File: config.mk
export PLATFORM = sky130hd
export DESIGN_NAME = imem_loader
export DESIGN_NICKNAME = d
export VERILOG_FILES = /design/src/rtl/imem_loader.sv
export SDC_FILE = /design/constraint.sdc
export NUM_CORES = 1
export LEC_CHECK = 0
export ABC_CLOCK_PERIOD_IN_PS = 13300
export CORE_MARGIN = 2
export CORE_UTILIZATION = 45
export CTS_BUF_LIST = sky130_fd_sc_hd__clkbuf_2
export CTS_CLUSTER_SIZE = 10
export DETAILED_ROUTE_END_ITERATION = 10
export HOLD_SLACK_MARGIN = 0.06
export PLACE_DENSITY = 0.71
export SYNTH_ARGS = -nofsm -noshare
export SYNTH_HDL_FRONTEND = slang
export SYNTH_SLANG_ARGS = --single-unit
File: constraint.sdc
create_clock -name clk -period 13.3 [get_ports clk]
set_input_delay 3.99 -clock clk [delete_from_list [all_inputs] [get_ports clk]]
set_output_delay 3.99 -clock clk [all_outputs]
set_load 0.03 [all_outputs]
File: src/rtl/imem_loader.sv
// Byte-stream program loader: parses a SYNC/count/data/checksum frame, writes
// big-endian 32-bit words into instruction memory and holds the CPU in reset until a good image lands.
module imem_loader #(
  parameter int         ADDR_W = 12,
  parameter logic [7:0] SYNC   = 8'hA5
) (
  input  logic              clk,
  input  logic              rst,
  input  logic              in_valid,
  input  logic [7:0]        in_data,
  output logic              in_ready,
  output logic [ADDR_W-1:0] mem_addr,
  output logic [31:0]       mem_wdata,
  output logic              mem_we,
  output logic              cpu_rst,
  output logic              done,
  output logic              err
);

  typedef enum logic [2:0] {
    IDLE,
    HDR0,
    HDR1,
    DATA,
    WRITE,
    CSUM,
    DONE,
    ERR
  } state_t;

  // Largest image that fits in memory; a count of exactly this many words is legal.
  localparam logic [16:0] MAX_WORDS = 17'(1) << ADDR_W;

  state_t      state;
  state_t      state_nx;

  logic [7:0]  cnt_hi;
  logic [15:0] cnt;
  logic [15:0] hdr_cnt;
  logic [16:0] wr_cnt;
  logic [1:0]  byte_idx;
  logic [31:0] word_p0;
  logic [7:0]  csum;
  logic        accept;
  logic        is_sync;
  logic        last_word;

  function automatic logic [7:0] csum_add(input logic [7:0] acc, input logic [7:0] b);
    csum_add = acc + b;
  endfunction

  assign accept    = in_valid && in_ready;
  assign is_sync   = (in_data == SYNC);
  assign hdr_cnt   = {cnt_hi, in_data};
  assign last_word = ((wr_cnt + 17'd1) == {1'b0, cnt});

  always_ff @(posedge clk or posedge rst) begin
    if (rst) begin
      state <= IDLE;
    end else begin
      state <= state_nx;
    end
  end

  always_comb begin
    state_nx = state;
    case (state)
      IDLE, DONE, ERR: begin
        if (accept && is_sync) state_nx = HDR0;
      end
      HDR0: begin
        if (accept) state_nx = HDR1;
      end
      HDR1: begin
        if (accept) begin
          if ({1'b0, hdr_cnt} > MAX_WORDS) state_nx = ERR;
          else if (hdr_cnt == 16'd0)       state_nx = CSUM;
          else                             state_nx = DATA;
        end
      end
      DATA: begin
        if (accept && (byte_idx == 2'd3)) state_nx = WRITE;
      end
      WRITE: begin
        state_nx = last_word ? CSUM : DATA;
      end
      CSUM: begin
        if (accept) state_nx = (in_data == csum) ? DONE : ERR;
      end
      default: state_nx = IDLE;
    endcase
  end

  // Byte stage: header capture, word assembly, running checksum.
  // Write stage: outputs are registered from the next state so they line up with it.
  always_ff @(posedge clk or posedge rst) begin
    if (rst) begin
      in_ready  <= 1'b0;
      mem_we    <= 1'b0;
      mem_addr  <= '0;
      mem_wdata <= '0;
      cpu_rst   <= 1'b1;
      done      <= 1'b0;
      err       <= 1'b0;
      cnt_hi    <= '0;
      cnt       <= '0;
      wr_cnt    <= '0;
      byte_idx  <= '0;
      word_p0   <= '0;
      csum      <= '0;
    end else begin
      in_ready <= (state_nx != WRITE);
      mem_we   <= (state_nx == WRITE);
      cpu_rst  <= (state_nx != DONE);
      done     <= (state_nx == DONE);
      err      <= (state_nx == ERR);

      if (accept) begin
        case (state)
          IDLE, DONE, ERR: begin
            if (is_sync) begin
              cnt_hi   <= '0;
              cnt      <= '0;
              wr_cnt   <= '0;
              byte_idx <= '0;
              csum     <= '0;
              mem_addr <= '0;
            end
          end
          HDR0: begin
            cnt_hi <= in_data;
            csum   <= csum_add(csum, in_data);
          end
          HDR1: begin
            cnt  <= hdr_cnt;
            csum <= csum_add(csum, in_data);
          end
          DATA: begin
            word_p0  <= {word_p0[23:0], in_data};
            byte_idx <= byte_idx + 2'd1;
            csum     <= csum_add(csum, in_data);
            if (byte_idx == 2'd3) mem_wdata <= {word_p0[23:0], in_data};
          end
          default: ;
        endcase
      end

      // The index advances as the write cycle ends, so it stays stable during mem_we.
      if (state == WRITE) begin
        mem_addr <= mem_addr + ADDR_W'(1);
        wr_cnt   <= wr_cnt + 17'd1;
      end
    end
  end

endmodule
; Word-level counts from Yosys, hierarchy flattened
; Cells that the tools add are included.
; Widths: inputs -> output; s select.
[word_totals]
regBits = 127
input_bits = 11
out_inout_bits = 49
word_cells = 82
[classes]
add_sub_neg = 4
magnitude_cmp = 1
n_eq_ne = 17
n_mux = 25
n_reduce_logical = 21
[ops]
columns = op, n
row1 = $mux 17, 4
row2 = $mux 12, 4
row3 = $pmux 16 s2, 1
row4 = $pmux 8 s2, 2
row5 = $mux 3, 8
row6 = $eq 3x3->1 const B, 7
row7 = $pmux 3 s6, 1
row8 = $reduce_and 3->1, 6
row9 = $add 17x1->17 const B, 1
row10 = $eq 17x16->1, 1
row11 = $gt 16x13->1 const B, 1
row12 = $logic_not 16->1, 1
row13 = $mux 16, 1
row14 = $reduce_bool 2->1, 7
row15 = $add 12x1->12 const B, 1
row16 = $add 8x8->8, 1
row17 = $eq 8x8->1, 1
row18 = $eq 8x8->1 const B, 1
row19 = $mux 8, 1
row20 = $eq 3x2->1 const B, 2
row21 = $ne 3x3->1 const B, 2
row22 = $reduce_or 3->1, 2
row23 = $pmux 2 s2, 1
row24 = $eq 3x1->1 const B, 1
row25 = other kinds (8), 10

; Longest topological paths before layout
[depth]
word_depth = 6
mapped_depth = 9
mapped_depth_nobuf = 9

; Least setup slack after synthesis
; No wires, ideal clock.
[synth_timing]
path_kind = input-to-reg
start = in in_data[0]
end = reg csum[6]
setup_ns = 0.122
t_arrival_ns = 5.465
required_time_ns = 13.178
setup_slack_ns = 7.713
cell_stages = 9
n_path_buf = 0
cell_sequence = ha_1 -> inv_1 -> fa_1 -> nor2b_1 -> o21ai_0 -> a21boi_0 -> o21a_1 -> or3_1 -> a32o_1
[synth_via]
elab_chain_len = 3
word_cells_on_any_way = 5
[synth_rtl]
columns = element, line
row1 = start: declaration, 10  ; input logic [7:0] in_data,
row2 = "parallel branches: the longest is 3 deep, another holds $add 8x8->8", -
row3 = end signal: assignment, 132  ; csum <= csum_add(csum, in_data);
row4 = end signal: assignment, 136  ; csum <= csum_add(csum, in_data);
row5 = end signal: assignment, 141  ; csum <= csum_add(csum, in_data);
row6 = end: declaration, 43  ; logic [7:0] csum;
; Parallel ways; which one is timed is not known.
; A chain may end at the register's enable or synchronous reset.

; Worst setup path after layout
[layout_timing]
start = in in_data[7]
end = reg cnt[13]
[layout_via]
elab_chain_len = 3
[layout_rtl]
columns = element, line
row1 = $eq 8x8->1, 53  ; assign is_sync = (in_data == SYNC);
row2 = $ne 2x2->1 (no source line), -
row3 = $reduce_and 3->1 (no source line), -
row4 = end signal: assignment, 135  ; cnt <= hdr_cnt;
row5 = end: declaration, 38  ; logic [15:0] cnt;
; Every way passes these cells.

==> flow_metrics.env <==
export IMPL_outcome="finished, final reports clean"
export IMPL_maxCapViolations=0
export IMPL_grt_max_degree=66
export IMPL_cp_max_fo=32
export IMPL_post_route_util=0.523
export IMPL_ant_nets=0
export IMPL_drive_gt1_frac=0.162
export IMPL_initial_utilization=0.457
export IMPL_stdcell_area_mm2=0.00718
export IMPL_synth_cell_types=65
export IMPL_die_area_mm2=0.0149
export IMPL_path_clk_slew_ns=0.19
export IMPL_hpwl_um=9500
export IMPL_antenna_cells=0
export IMPL_ys_async_sr_fraction=1.00
export IMPL_clock_skew_ns=0.0285
export IMPL_cts_buffers=17
export IMPL_port_buffers=59
export IMPL_grt_pass1_vias=4664
export IMPL_cts_resized=0
export IMPL_dp_cells=819
export IMPL_wirelength_um=13500
export IMPL_dr_first_iter_drc_count=325
export IMPL_clk_latency_ns=0.69
export IMPL_drc=0
export IMPL_p_leak_uw=0.00310
export IMPL_start_kind="input port"
export IMPL_tightest_slew_ns=1.02
export IMPL_p_per_area_mw_per_mm2=236
export IMPL_hold_viol=0
export IMPL_critical_path_class="in2reg"
export IMPL_ir_worst_vdd_mv=0.121
export IMPL_drt_pass1_iter_count=6
export IMPL_placed_cell_area_mm2=0.00693
export IMPL_netlist_area_mm2=0.00627
export IMPL_fill_cells=1240
export IMPL_ctsHoldBuffers=0
export IMPL_htree_num_levels=4
export IMPL_core_mm2=0.0137
export IMPL_postCtsSetupRepairBufs=0
export IMPL_synth_edf_count=0
export IMPL_grt_ovfl_total=0
export IMPL_num_io_pins=60
export IMPL_num_vias=4696
export IMPL_max_freq_ghz=0.166
export IMPL_vias_per_cell=5.52
export IMPL_clockBufferDepth=2
export IMPL_routedWlPerCell_um=15.8
export IMPL_synth_flop_cell="dfrtp_1"
export IMPL_maxSlewViolCount=0
export IMPL_cts_tree="yes"
export IMPL_min_path_type="reg2reg"
export IMPL_period_share=0.454
export IMPL_slew_headroom=0.316
export IMPL_post_route_min_period_ns=6.03
export IMPL_gp_congestion=0.854
export IMPL_seq_area_frac_synth=0.507
export IMPL_setup_tns_final_ns=0
export IMPL_cp_required_ns=13.83
export IMPL_setup_viol=0
export IMPL_synth_warnings=0
export IMPL_worst_ep_arrival_time_ns=6.56
export IMPL_synth_area_per_cell_um2=10.3
export IMPL_clockRootBuffer="clkbuf_2"
export IMPL_synth_cells=607
export IMPL_fp_row_count=43
export IMPL_rsz0062_at_grt="no"
export IMPL_syn_to_final_growth_pct=14.5
export IMPL_grt_use_total=0.197
export IMPL_grt_pass1_wl_um=22900
export IMPL_die_y_um=122
export IMPL_synth_nets=629
export IMPL_end_kind="flop"
export IMPL_die_x_um=122
export IMPL_synth_seq_cells=127
export IMPL_layoutNonFillerInstCount=851
export IMPL_layout_nets=680
export IMPL_clkSinkCount=127
export IMPL_antenna_found_initial=0
Yosys cell counts (4+ instances only):
| cell type | instances | area, um^2 |
|---|---|---|
| o21ai_0 | 78 | 390 |
| clkbuf_1 | 13 | 48.8 |
| nand2b_1 | 4 | 25.0 |
| nor2_1 | 27 | 101 |
| nor3_1 | 10 | 50.1 |
| nand3_1 | 10 | 50.1 |
| and3_1 | 8 | 50.1 |
| buf_2 | 9 | 45.0 |
| nor2b_1 | 4 | 25.0 |
| a22o_1 | 4 | 35.0 |
| a31oi_1 | 9 | 56.3 |
| nand2_1 | 110 | 413 |
| mux2_2 | 49 | 552 |
| a21oi_1 | 9 | 45.0 |
| dfrtp_1 | 126 | 3150 |
| o31ai_1 | 6 | 45.0 |
| xor2_1 | 16 | 140 |
| clkbuf_8 | 5 | 68.8 |
| nor4_1 | 6 | 37.5 |
| nand4_1 | 9 | 56.3 |
| xnor2_1 | 19 | 166 |
| ha_1 | 10 | 125 |
| inv_1 | 10 | 37.5 |
final cells by class:
class	count	area, um^2	share of cell area
timing repair buffer	64	628	0.0875
clock buffer	17	85.1	0.0119
tap	180	225	0.0314
sequential	127	3180	0.443
multi-input combinational	437	2850	0.397
clock inverter	15	163	0.0227
inverter	11	43.8	0.00610
final timing paths:
kind                         startpoint           end  slack [ns]  depth (start not counted)
max in group asynchronous           rst    word_p0[1]        8.24                          3
min in group asynchronous           rst   word_p0[22]        3.77                          2
hold reg to reg            mem_wdata[5]  mem_wdata[5]        0.51                          2
setup / recovery             in_data[7]       cnt[13]        7.27                          6
setup reg to reg              wr_cnt[0]      state[2]       10.75                          7
hold / removal             mem_wdata[5]  mem_wdata[5]        0.51                          2
placed cells by master (no fill, tap or decap), drive strengths merged, types with 9 or more instances in the layout:
cell | Yosys | layout
clkbuf | 19 | 17
xor2 | 16 | 16
nor3 | 11 | 11
nand4 | 10 | 10
nor4 | 9 | 9
and3 | 10 | 10
nand2 | 110 | 110
dfrtp | 126 | 126
xnor2 | 19 | 19
o21ai | 79 | 79
clkdlybuf4s50 | 0 | 59
nor2 | 27 | 27
nand3 | 11 | 11
ha | 10 | 10
inv | 10 | 14
a31oi | 9 | 9
mux2 | 49 | 49
a21oi | 9 | 9
power by group:
part / switching (uW) / internal [uW] / total [uW]
sequential: 168 / 547 / 715
combinational: 399 / 336 / 735
clock: 154 / 88.7 / 243
per-stage QoR:
stage          power, uW  setup WS [ns]  hold WS [ns]
6_report            1690           7.27         0.513
5_1_grt             1820           7.04         0.538
4_1_cts             1710           7.33         0.512
3_5_place_dp        1460           6.55         0.470
3_3_place_gp        1440           6.71         0.464
2_1_floorplan       1220           5.93         0.453
critical path, cell delays in order:
cell and delay [ns]:
clkdlybuf4s50_1 0.58, and4_1 0.32, and3_1 0.25, o21bai_2 0.44
nand2b_1 0.74, o21ai_0 0.23
registers in the layout, indices dropped and copies added (netlist names):
signal,count
mem_wdata,32
word_p0,24
wr_cnt,17
cnt,16
mem_addr,12
cnt_hi,8
csum,8
state,3
byte_idx,2
cpu_rst,1
done,1
err,1
in_ready,1
mem_we,1
logic make-up after synthesis:
group	after synthesis	synth area share
compound gates	128	0.121
xor+xnor	36	0.0527
fa+ha+maj	11	0.0231
buf+inv	43	0.0393
flops	127	0.507
mux	49	0.0880
simple gates	213	0.169
per-layer routing:
metal  vias to the layer above  wire, um  track usage
li1                       2243         -            -
met1                      2312      5990        0.251
met2                       122      6590        0.324
met3                        19       697       0.0576
met4                         0       195       0.0618
met5                         -         0            0
(Power assumes the default switching activity.)
